$ cat src/rtl/sdio_pkg.sv
// Shared definitions for the SDIO command-line blocks: FSM encodings, frame
// geometry, NCR limits and the serial CRC7 step.
package sdio_pkg;

   typedef logic [1:0] rsp_state_t;

   localparam rsp_state_t S_IDLE     = 2'd0;
   localparam rsp_state_t S_WAIT_NCR = 2'd1;
   localparam rsp_state_t S_SHIFT    = 2'd2;
   localparam rsp_state_t S_RELEASE  = 2'd3;

   localparam int         RSP_LEN   = 48;
   localparam logic [6:0] CRC7_POLY = 7'h09;
   localparam int         NCR_MIN   = 2;
   localparam int         NCR_MAX   = 64;

   // One serial step of x^7 + x^3 + 1, MSB-first data.
   function automatic logic [6:0] crc7_step(input logic [6:0] crc, input logic din);
      logic fb;
      fb = din ^ crc[6];
      crc7_step = {crc[5:0], 1'b0} ^ (fb ? CRC7_POLY : 7'h00);
   endfunction

endpackage

$ cat src/rtl/sdio_crc7.sv
// Serial CRC7 generator/checker shared by the response transmitter and the
// command sampler. clr has priority over en.
module sdio_crc7
   import sdio_pkg::*;
(
   input  logic       clk,
   input  logic       rst,
   input  logic       clr,
   input  logic       en,
   input  logic       din,
   output logic [6:0] crc
);

   logic [6:0] r_crc;

   // CRC accumulator
   always_ff @(posedge clk) begin
      if (rst) begin
         r_crc <= 7'h00;
      end else if (clr) begin
         r_crc <= 7'h00;
      end else if (en) begin
         r_crc <= crc7_step(r_crc, din);
      end else begin
         r_crc <= r_crc;
      end
   end

   assign crc = r_crc;

endmodule

$ cat src/rtl/sdio_rsp_tx.sv
// SDIO R1 response transmitter: serialises a 48-bit frame onto the CMD line,
// one bit per falling edge of the (asynchronous) SD clock.
module sdio_rsp_tx
   import sdio_pkg::*;
#(
   parameter int NCR = 2
)
(
   input  logic        clk,
   input  logic        rst,
   input  logic        sd_clk,
   input  logic        start,
   input  logic [5:0]  cmd_idx,
   input  logic [31:0] card_status,
   output logic        cmd_o,
   output logic        cmd_oe,
   output logic        busy,
   output logic        done
);

   localparam int         NCR_EFF  = (NCR < NCR_MIN) ? NCR_MIN : ((NCR > NCR_MAX) ? NCR_MAX : NCR);
   localparam logic [6:0] NCR_LOAD = 7'(NCR_EFF);
   localparam logic [5:0] BIT_TOP  = 6'(RSP_LEN - 1);

   logic        r_sd_meta;
   logic        r_sd_sync;
   logic        r_sd_hist;
   logic        w_fe;

   rsp_state_t  r_state;
   logic [6:0]  r_ncr_cnt;
   logic [5:0]  r_bit_cnt;
   logic [5:0]  r_cmd_idx;
   logic [31:0] r_status;
   logic        r_cmd_o;
   logic        r_cmd_oe;
   logic        r_busy;
   logic        r_done;

   logic [6:0]  w_crc;
   logic        w_crc_clr;
   logic        w_crc_en;
   logic [47:0] w_frame;
   logic [5:0]  w_next_idx;
   logic        w_next_bit;
   logic        w_advance;

   // SD clock synchroniser plus history flop for edge detection
   always_ff @(posedge clk) begin
      if (rst) begin
         r_sd_meta <= 1'b0;
         r_sd_sync <= 1'b0;
         r_sd_hist <= 1'b0;
      end else begin
         r_sd_meta <= sd_clk;
         r_sd_sync <= r_sd_meta;
         r_sd_hist <= r_sd_sync;
      end
   end

   assign w_fe = r_sd_hist & ~r_sd_sync;

   // CRC bits are only read once bit 8 has been fed, so the live CRC value is final by then
   always_comb begin
      w_frame    = {2'b00, r_cmd_idx, r_status, w_crc, 1'b1};
      w_next_idx = 6'd0;
      w_advance  = 1'b0;
      if (r_state == S_WAIT_NCR) begin
         w_next_idx = BIT_TOP;
         w_advance  = w_fe && (r_ncr_cnt == 7'd1);
      end else if ((r_state == S_SHIFT) && (r_bit_cnt != 6'd0)) begin
         w_next_idx = r_bit_cnt - 6'd1;
         w_advance  = w_fe;
      end else begin
         w_next_idx = 6'd0;
         w_advance  = 1'b0;
      end
      w_next_bit = w_frame[w_next_idx];
      w_crc_clr  = (r_state == S_IDLE) && start;
      if (w_advance && (w_next_idx >= 6'd8)) begin
         w_crc_en = 1'b1;
      end else begin
         w_crc_en = 1'b0;
      end
   end

   sdio_crc7 u_crc7 (
      .clk (clk),
      .rst (rst),
      .clr (w_crc_clr),
      .en  (w_crc_en),
      .din (w_next_bit),
      .crc (w_crc)
   );

   // Response FSM and registered line outputs
   always_ff @(posedge clk) begin
      if (rst) begin
         r_state   <= S_IDLE;
         r_ncr_cnt <= 7'd0;
         r_bit_cnt <= 6'd0;
         r_cmd_idx <= 6'd0;
         r_status  <= 32'd0;
         r_cmd_o   <= 1'b1;
         r_cmd_oe  <= 1'b0;
         r_busy    <= 1'b0;
         r_done    <= 1'b0;
      end else begin
         r_done <= 1'b0;
         case (r_state)
            S_IDLE: begin
               if (start) begin
                  r_cmd_idx <= cmd_idx;
                  r_status  <= card_status;
                  r_ncr_cnt <= NCR_LOAD;
                  r_busy    <= 1'b1;
                  r_state   <= S_WAIT_NCR;
               end
            end
            S_WAIT_NCR: begin
               if (w_fe) begin
                  if (r_ncr_cnt == 7'd1) begin
                     r_ncr_cnt <= 7'd0;
                     r_bit_cnt <= BIT_TOP;
                     r_cmd_o   <= w_next_bit;
                     r_cmd_oe  <= 1'b1;
                     r_state   <= S_SHIFT;
                  end else begin
                     r_ncr_cnt <= r_ncr_cnt - 7'd1;
                  end
               end
            end
            S_SHIFT: begin
               if (w_fe) begin
                  if (r_bit_cnt == 6'd0) begin
                     r_cmd_o  <= 1'b1;
                     r_cmd_oe <= 1'b0;
                     r_done   <= 1'b1;
                     r_state  <= S_RELEASE;
                  end else begin
                     r_bit_cnt <= r_bit_cnt - 6'd1;
                     r_cmd_o   <= w_next_bit;
                  end
               end
            end
            S_RELEASE: begin
               r_busy  <= 1'b0;
               r_state <= S_IDLE;
            end
            default: begin
               r_cmd_o  <= 1'b1;
               r_cmd_oe <= 1'b0;
               r_busy   <= 1'b0;
               r_state  <= S_IDLE;
            end
         endcase
      end
   end

   assign cmd_o  = r_cmd_o;
   assign cmd_oe = r_cmd_oe;
   assign busy   = r_busy;
   assign done   = r_done;

endmodule

$ cat config.mk
export PLATFORM = sky130hd
export DESIGN_NAME = sdio_rsp_tx
export DESIGN_NICKNAME = d
export VERILOG_FILES = /design/src/rtl/sdio_pkg.sv /design/src/rtl/sdio_crc7.sv /design/src/rtl/sdio_rsp_tx.sv
export SDC_FILE = /design/constraint.sdc
export NUM_CORES = 1
export LEC_CHECK = 0
export CELL_PAD_IN_SITES_DETAIL_PLACEMENT = 1
export CELL_PAD_IN_SITES_GLOBAL_PLACEMENT = 2
export CORE_ASPECT_RATIO = 0.75
export CORE_MARGIN = 10
export CORE_UTILIZATION = 32
export CTS_BUF_LIST = sky130_fd_sc_hd__clkbuf_16
export CTS_CLUSTER_SIZE = 8
export DETAILED_ROUTE_END_ITERATION = 12
export GPL_ROUTABILITY_DRIVEN = 0
export GPL_TIMING_DRIVEN = 0
export PLACE_DENSITY = 0.79
export SYNTH_ARGS = -nofsm -noshare
export SYNTH_HDL_FRONTEND = slang
export SYNTH_SLANG_ARGS = --single-unit
$ cat constraint.sdc
create_clock -name clk -period 3 [get_ports clk]
set_input_delay 0.6 -clock clk [delete_from_list [all_inputs] [get_ports clk]]
set_output_delay 0.6 -clock clk [all_outputs]
set_load 0.01 [all_outputs]
Word level (Yosys, flattened, before mapping)
Index checks and enable logic that the tools add are counted.
Storage, ports and cells
  logic and storage cells: 88
  register bits: 67
  input port bits: 42
Cells by class
  eq/ne operators: 10
  $lt $le $gt $ge: 2
  bitwise gates (word level): 6
  add/subtract/negate cells: 2
  reductions and logical operators: 19
  muxes and demuxes: 36
Operator list (count)
  6-bit two-way mux: 6
  7-bit two-way mux: 3
  5-bit AND reduction: 3
  1-bit two-way mux: 14
  7-bit case mux with 2 select lines: 1
  6-bit case mux with 2 select lines: 1
  2-bit two-way mux: 5
  2-bit != test, second input constant: 4
  2-bit case mux with 4 select lines: 1
  7-bit by 1-bit == test with 1-bit output, second input constant: 1
  6-bit by 7-bit < comparator with 1-bit output, second input constant: 1
  7-bit by 1-bit subtractor with 7-bit output, second input constant: 1
  7-bit bitwise XOR: 1
  1-bit binary-select mux with 6-bit select: 1
  6-bit by 4-bit greater-or-equal comparator with 1-bit output, second input constant: 1
  6-bit logical NOT: 1
  1-bit case mux with 2 select lines: 3
  2-bit nonzero test: 3
  6-bit nonzero test: 1
  6-bit by 1-bit subtractor with 6-bit output, second input constant: 1
  2-bit == test, second input constant: 2
  1-bit logical AND: 4
  4-bit two-way mux: 1
  2-bit by 1-bit != test with 1-bit output, second input constant: 2
  10 further kinds: 13

Longest topological paths before layout
  depth in word-level cells: 9
  gate-level depth with buffers: 12
  mapped depth without buffers: 10

Modules after synthesis
Synthesis repeated with hierarchy kept, for this count alone.
Second synthesis, totals
  cells, all modules: 416
  area, all modules: 3350.7 um^2
By module, submodules not included
  sdio_rsp_tx: cells an instance 388, instances 1, area an instance 3074.2 um^2
  sdio_crc7: cells an instance 28, instances 1, area an instance 276.5 um^2

Least setup slack after synthesis
Ideal clock, no wire load.
  kind: reg2reg
  start: register r_bit_cnt[0]
  end: register u_crc7.r_crc[0] (netlist: u_crc7.crc[0])
  period minus slack after synthesis: 2.690 ns
  setup time: 0.122 ns
  stages on the path, launching flop included: 12
  data arrival time: 2.568 ns
  setup slack: 0.310 ns
  data required time: 2.878 ns
  cells stage by stage: dfxtp_1 > buf_2 > inv_1 > ha_1 > or3b_1 > o22ai_1 > mux2i_1 > nor4_1 > or4b_4 > inv_1 > nor4b_1 > a311o_1
On the way
  word-level cells in the longest chain between the ends: 9
  elaborated cells between the ends (all ways): 15
RTL lines
  from (decl): RTL line sdio_rsp_tx.sv:32  | logic [5:0] r_bit_cnt;
  from (signal assigned): RTL line sdio_rsp_tx.sv:141  | r_bit_cnt <= r_bit_cnt - 6'd1;
  branches (longest 9 deep; another with 6-bit by 1-bit subtractor with 6-bit output)
  to (signal assigned): RTL line sdio_crc7.sv:23  | r_crc <= crc7_step(r_crc, din);
  to (signal assigned): RTL line sdio_crc7.sv:25  | r_crc <= r_crc;
  to (decl): RTL line sdio_crc7.sv:14  | logic [6:0] r_crc;
Several ways; the timed one is not identified. The select of a mux whose other input is x is not followed.
A chain may end at the register's enable or synchronous reset.

Final worst setup path
Same ends and word-level chain as after synthesis.

==> summary.txt <==
Power and ir drop
  • Leakage: 1.602 nW
  • Worst IR Drop VDD: 0.0003083 V
  • Pwr dens: 760.8 mW/mm^2

Setup path
  • Worst path required time: 3.22 ns
  • Flop2flop setup slack: 0.04 ns
  • CP Class: reg2reg
  • CP top delay family: compound AO/OA/AOI/OAI gates
  • Critical-path top delay cell: dfxtp_2
  • Setup crit start kind: flop
  • Crit. End Element: flop
  • Worst r2r src: r_bit_cnt[0]$_SDFFE_PP0P_
  • WP buf/inv: 3
  • Worst Reg2Reg Path Length in Cells: 12
  • Maximum fanout along the worst path: 10
  • R2R Path End: u_crc7.crc[0]$_SDFFE_PP0P_
  • Max incr delay on CP: 0.37 ns
  • Worst-path cell chain: buf_6, clkinvlp_4, ha_4, clkbuf_4, nor3b_4, o21ai_0, a22oi_1, o32ai_2, a31oi_1, o21ai_2, nor4b_1, a311o_1
  • CP arrival: 3.18 ns

Synthesis
  • Post-Syn Instances: 450
  • Sequential-to-total area share from yosys stat: 37.91%
  • EDFF count, synth: 0
  • Yosys cell types: 65
  • Syn Std Cell Area: 0.003538 mm^2
  • Ys Warns: 0
  • Synth Flop Type: dfxtp_1
  • Syn Nets: 501
  • Post-synth ARST share: 0%
  • Number of synthesized register bits: 67
  • Avg Synthesized Cell Area: 7.863 um^2

STA
  • FMAX: 338.1 MHz
  • Final setup fails: 0
  • Final worst slack: 0.04189 ns
  • WHS: 0.4435 ns
  • Slew HR: 37.62%
  • Final hold viol count: 0
  • Crit share post-route: 98.60%
  • Worst Tran Pin Value: 0.9285 ns
  • Period minus WS final: 2.958 ns
  • Clock Skew: 0.005950 ns
  • Slew Viols, Final: 0

Die
  • Initial core utilization: 32.58%
  • Core area: 0.01086 mm^2
  • Die Span Y: 111.1 um
  • Chip width: 141.4 um
  • I/O pin cnt: 46
  • Row cnt: 33
  • Die area: 0.01571 mm^2

Route
  • Drt pass-1 iters: 5
  • Via/cell ratio: 5.339
  • DR WL/cell: 18.59 um
  • Routed wire length: 12100 um
  • Antenna-violating nets left: 0
  • DR vias: 3476
  • # DRC: 0
  • DR iter-0 viols: 220

Cells and area
  • Commonest non-fill, non-tap cell in the layout: nand2_1
  • Layout area overhead: 30.45%
  • Ant. Diodes: 0
  • Register area: 0.001344 mm^2
  • Most frequent cells in the layout: nand2_1, dfxtp_1, a21oi_1, clkdlybuf4s50_1, nor2_1
  • Nets@finish: 557
  • Area of the multi-input gates: 0.002165 mm^2
  • Layout cells sized above 1: 12.52%
  • Fillcell total: 1321

Hold path
  • Hold Path Stages: 1
  • Hold path start: r_sd_meta$_SDFF_PP0_
  • Hold Path Class: reg2reg
  • Hold Path Sink: r_sd_sync$_SDFF_PP0_

CTS
  • Clock latency on the worst-skew pair: 0.34 ns
  • Total CTS buffers: 9
  • Cts-stage hold buffer count: 0
  • Clk pin slew, worst setup/hold paths: 0.06 ns
  • TritonCTS clock tree: built
  • Htree depth: 3
  • Number of sinks on the clock net: 67
  • CTS Root Cell: clkbuf_16
  • Clock Path Buffers: 2

Placed design
  • Final HPWL DP: 9108 um
  • Pre-CTS setup slack: -0.3882 ns
  • I/O Buffers: 44

Global routing
  • GRT Resource Usage Total: 15.39%
  • Grt total ovfl: 0
  • Vias in the first global route: 3669
  • Initial antenna violation count: 0
  • Largest net degree at the start of global routing: 13
  • First-pass GRT wire length: 19580 um

Run status
  • Status: complete, no violations

Run
  • Max cap viols: 0
==> where the power goes <==
group	switching, mW	total (mW)	internal [mW]	leakage (nW)
Sequential	0.112	1.16	1.04	0.549
Combinational	0.872	1.40	0.524	0.921
Clock	0.405	0.960	0.555	0.133
Total	1.39	3.51	2.12	1.60
==> layout make-up <==
type	instances	share of cell area (%)
clock inverters	7	1.003
flip-flops and latches	67	29.11
well taps	140	3.795
multi-input cells	342	46.90
inverters	13	1.139
plain buffers	27	3.036
repair buffers	46	10.14
clock buffers	9	4.879
==> cell usage after synthesis (2+ instances only) <==
library cell  count  area share [%]
nand2_1         101              11
dfxtp_1          67              38
a21oi_1          56             7.9
nor2_1           25             2.7
clkbuf_1         22             2.3
o21ai_0          16             2.3
inv_1            13             1.4
nand3_1          12             1.7
ha_1              9             3.2
nor3_1            9             1.3
nor2b_1           8             1.4
a211oi_1          7             1.5
nand2b_1          7             1.2
mux2i_1           6             1.7
nor4_1            5            0.88
xnor2_1           5             1.2
xor2_1            5             1.2
a31oi_1           4            0.71
nor3b_1           4            0.85
o221ai_1          4            0.99
a21boi_0          3            0.64
a311oi_1          3            0.74
o31ai_1           3            0.64
a32o_1            2            0.57
and2_1            2            0.35
and3_1            2            0.35
buf_2             2            0.28
buf_6             2            0.64
nand3b_1          2            0.42
nand4b_1          2            0.50
o211ai_1          2            0.42
o21a_1            2            0.42
o21ai_1           2            0.28
o21ai_2           2            0.50
o21bai_1          2            0.42
o221ai_2          2            0.85
or3_1             2            0.35
==> metal layers <==
layer | global-route usage, % | wire, um | up-vias
met4 | 3.943 | 156 | 0
met5 | 0 | 0 | -
met3 | 3.553 | 541 | 15
met1 | 21.82 | 6134 | 1675
li1 | - | - | 1699
met2 | 22.71 | 5268 | 87
==> sequential cells by signal (all words and copies together) (netlist names) <==
signal,flops
cmd_oe,1
busy,1
r_sd_hist,1
r_cmd_idx,6
r_bit_cnt,6
r_sd_sync,1
r_status,32
done,1
u_crc7.crc,7
cmd_o,1
r_state,2
r_ncr_cnt,7
r_sd_meta,1
==> kinds of logic after synthesis <==
group                    after synthesis  share of synthesized area, %
AND/OR/NAND/NOR                      189                         25.00
flip-flops                            67                         37.91
multiplexers                           6                         1.697
XOR/XNOR                              11                         2.935
AO/OA/AOI/OAI                        127                         24.33
adder cells (fa/ha/maj)                9                         3.183
buffers and inverters                 41                         4.951
==> worst reg2reg max path, delay by kind of cell, from the launching register on <==
kind | cells | cell delay [ns]
compound gates | 6 | 1.18
flops | 1 | 0.37
simple gates | 2 | 0.41
buf+inv | 3 | 0.59
fa+ha+maj | 1 | 0.30
==> through the flow <==
stage / instance area, um^2 / cells / power (mW) / util [%] / setup TNS, ns
floorplan: 3538 / 450 / 2.029 / - / 0
global placement: 4154 / 634 / 2.416 / 38.25 / -1.399
detailed placement: 4154 / 634 / 2.455 / 38.25 / -1.842
CTS: 4506 / 651 / 3.471 / 41.49 / -0.08186
global route: 4616 / 651 / 3.757 / 42.50 / -0.04752
finish: 4616 / 651 / 3.512 / 42.50 / 0
==> worst max path at each step <==
stage / start / endpoint / slack (ns) / cells past startpoint
detailed placement: r_state[0]$_SDFFE_PP0P_ / u_crc7.crc[0]$_SDFFE_PP0P_ / -0.39 / 10
finish: r_bit_cnt[0]$_SDFFE_PP0P_ / u_crc7.crc[0]$_SDFFE_PP0P_ / 0.04 / 12
CTS: r_bit_cnt[0]$_SDFFE_PP0P_ / u_crc7.crc[0]$_SDFFE_PP0P_ / -0.08 / 11
global route: r_bit_cnt[0]$_SDFFE_PP0P_ / u_crc7.crc[0]$_SDFFE_PP0P_ / -0.05 / 12
global placement: r_bit_cnt[0]$_SDFFE_PP0P_ / u_crc7.crc[0]$_SDFFE_PP0P_ / -0.36 / 11
floorplan: r_bit_cnt[0]$_SDFFE_PP0P_ / u_crc7.crc[0]$_SDFFE_PP0P_ / 0.31 / 11
==> what timing repair did <==
| item | 4_1_cts | 5_1_grt |
|---|---|---|
| setup buffers | 1 | 1 |
| hold endpoints to repair | 0 | 0 |
| endpoints found under the setup margin | 11 | 16 |
| gates resized for setup | 17 | 24 |
| pin swaps | 1 | 4 |
Note: power is estimated with default switching activity, not from simulation.
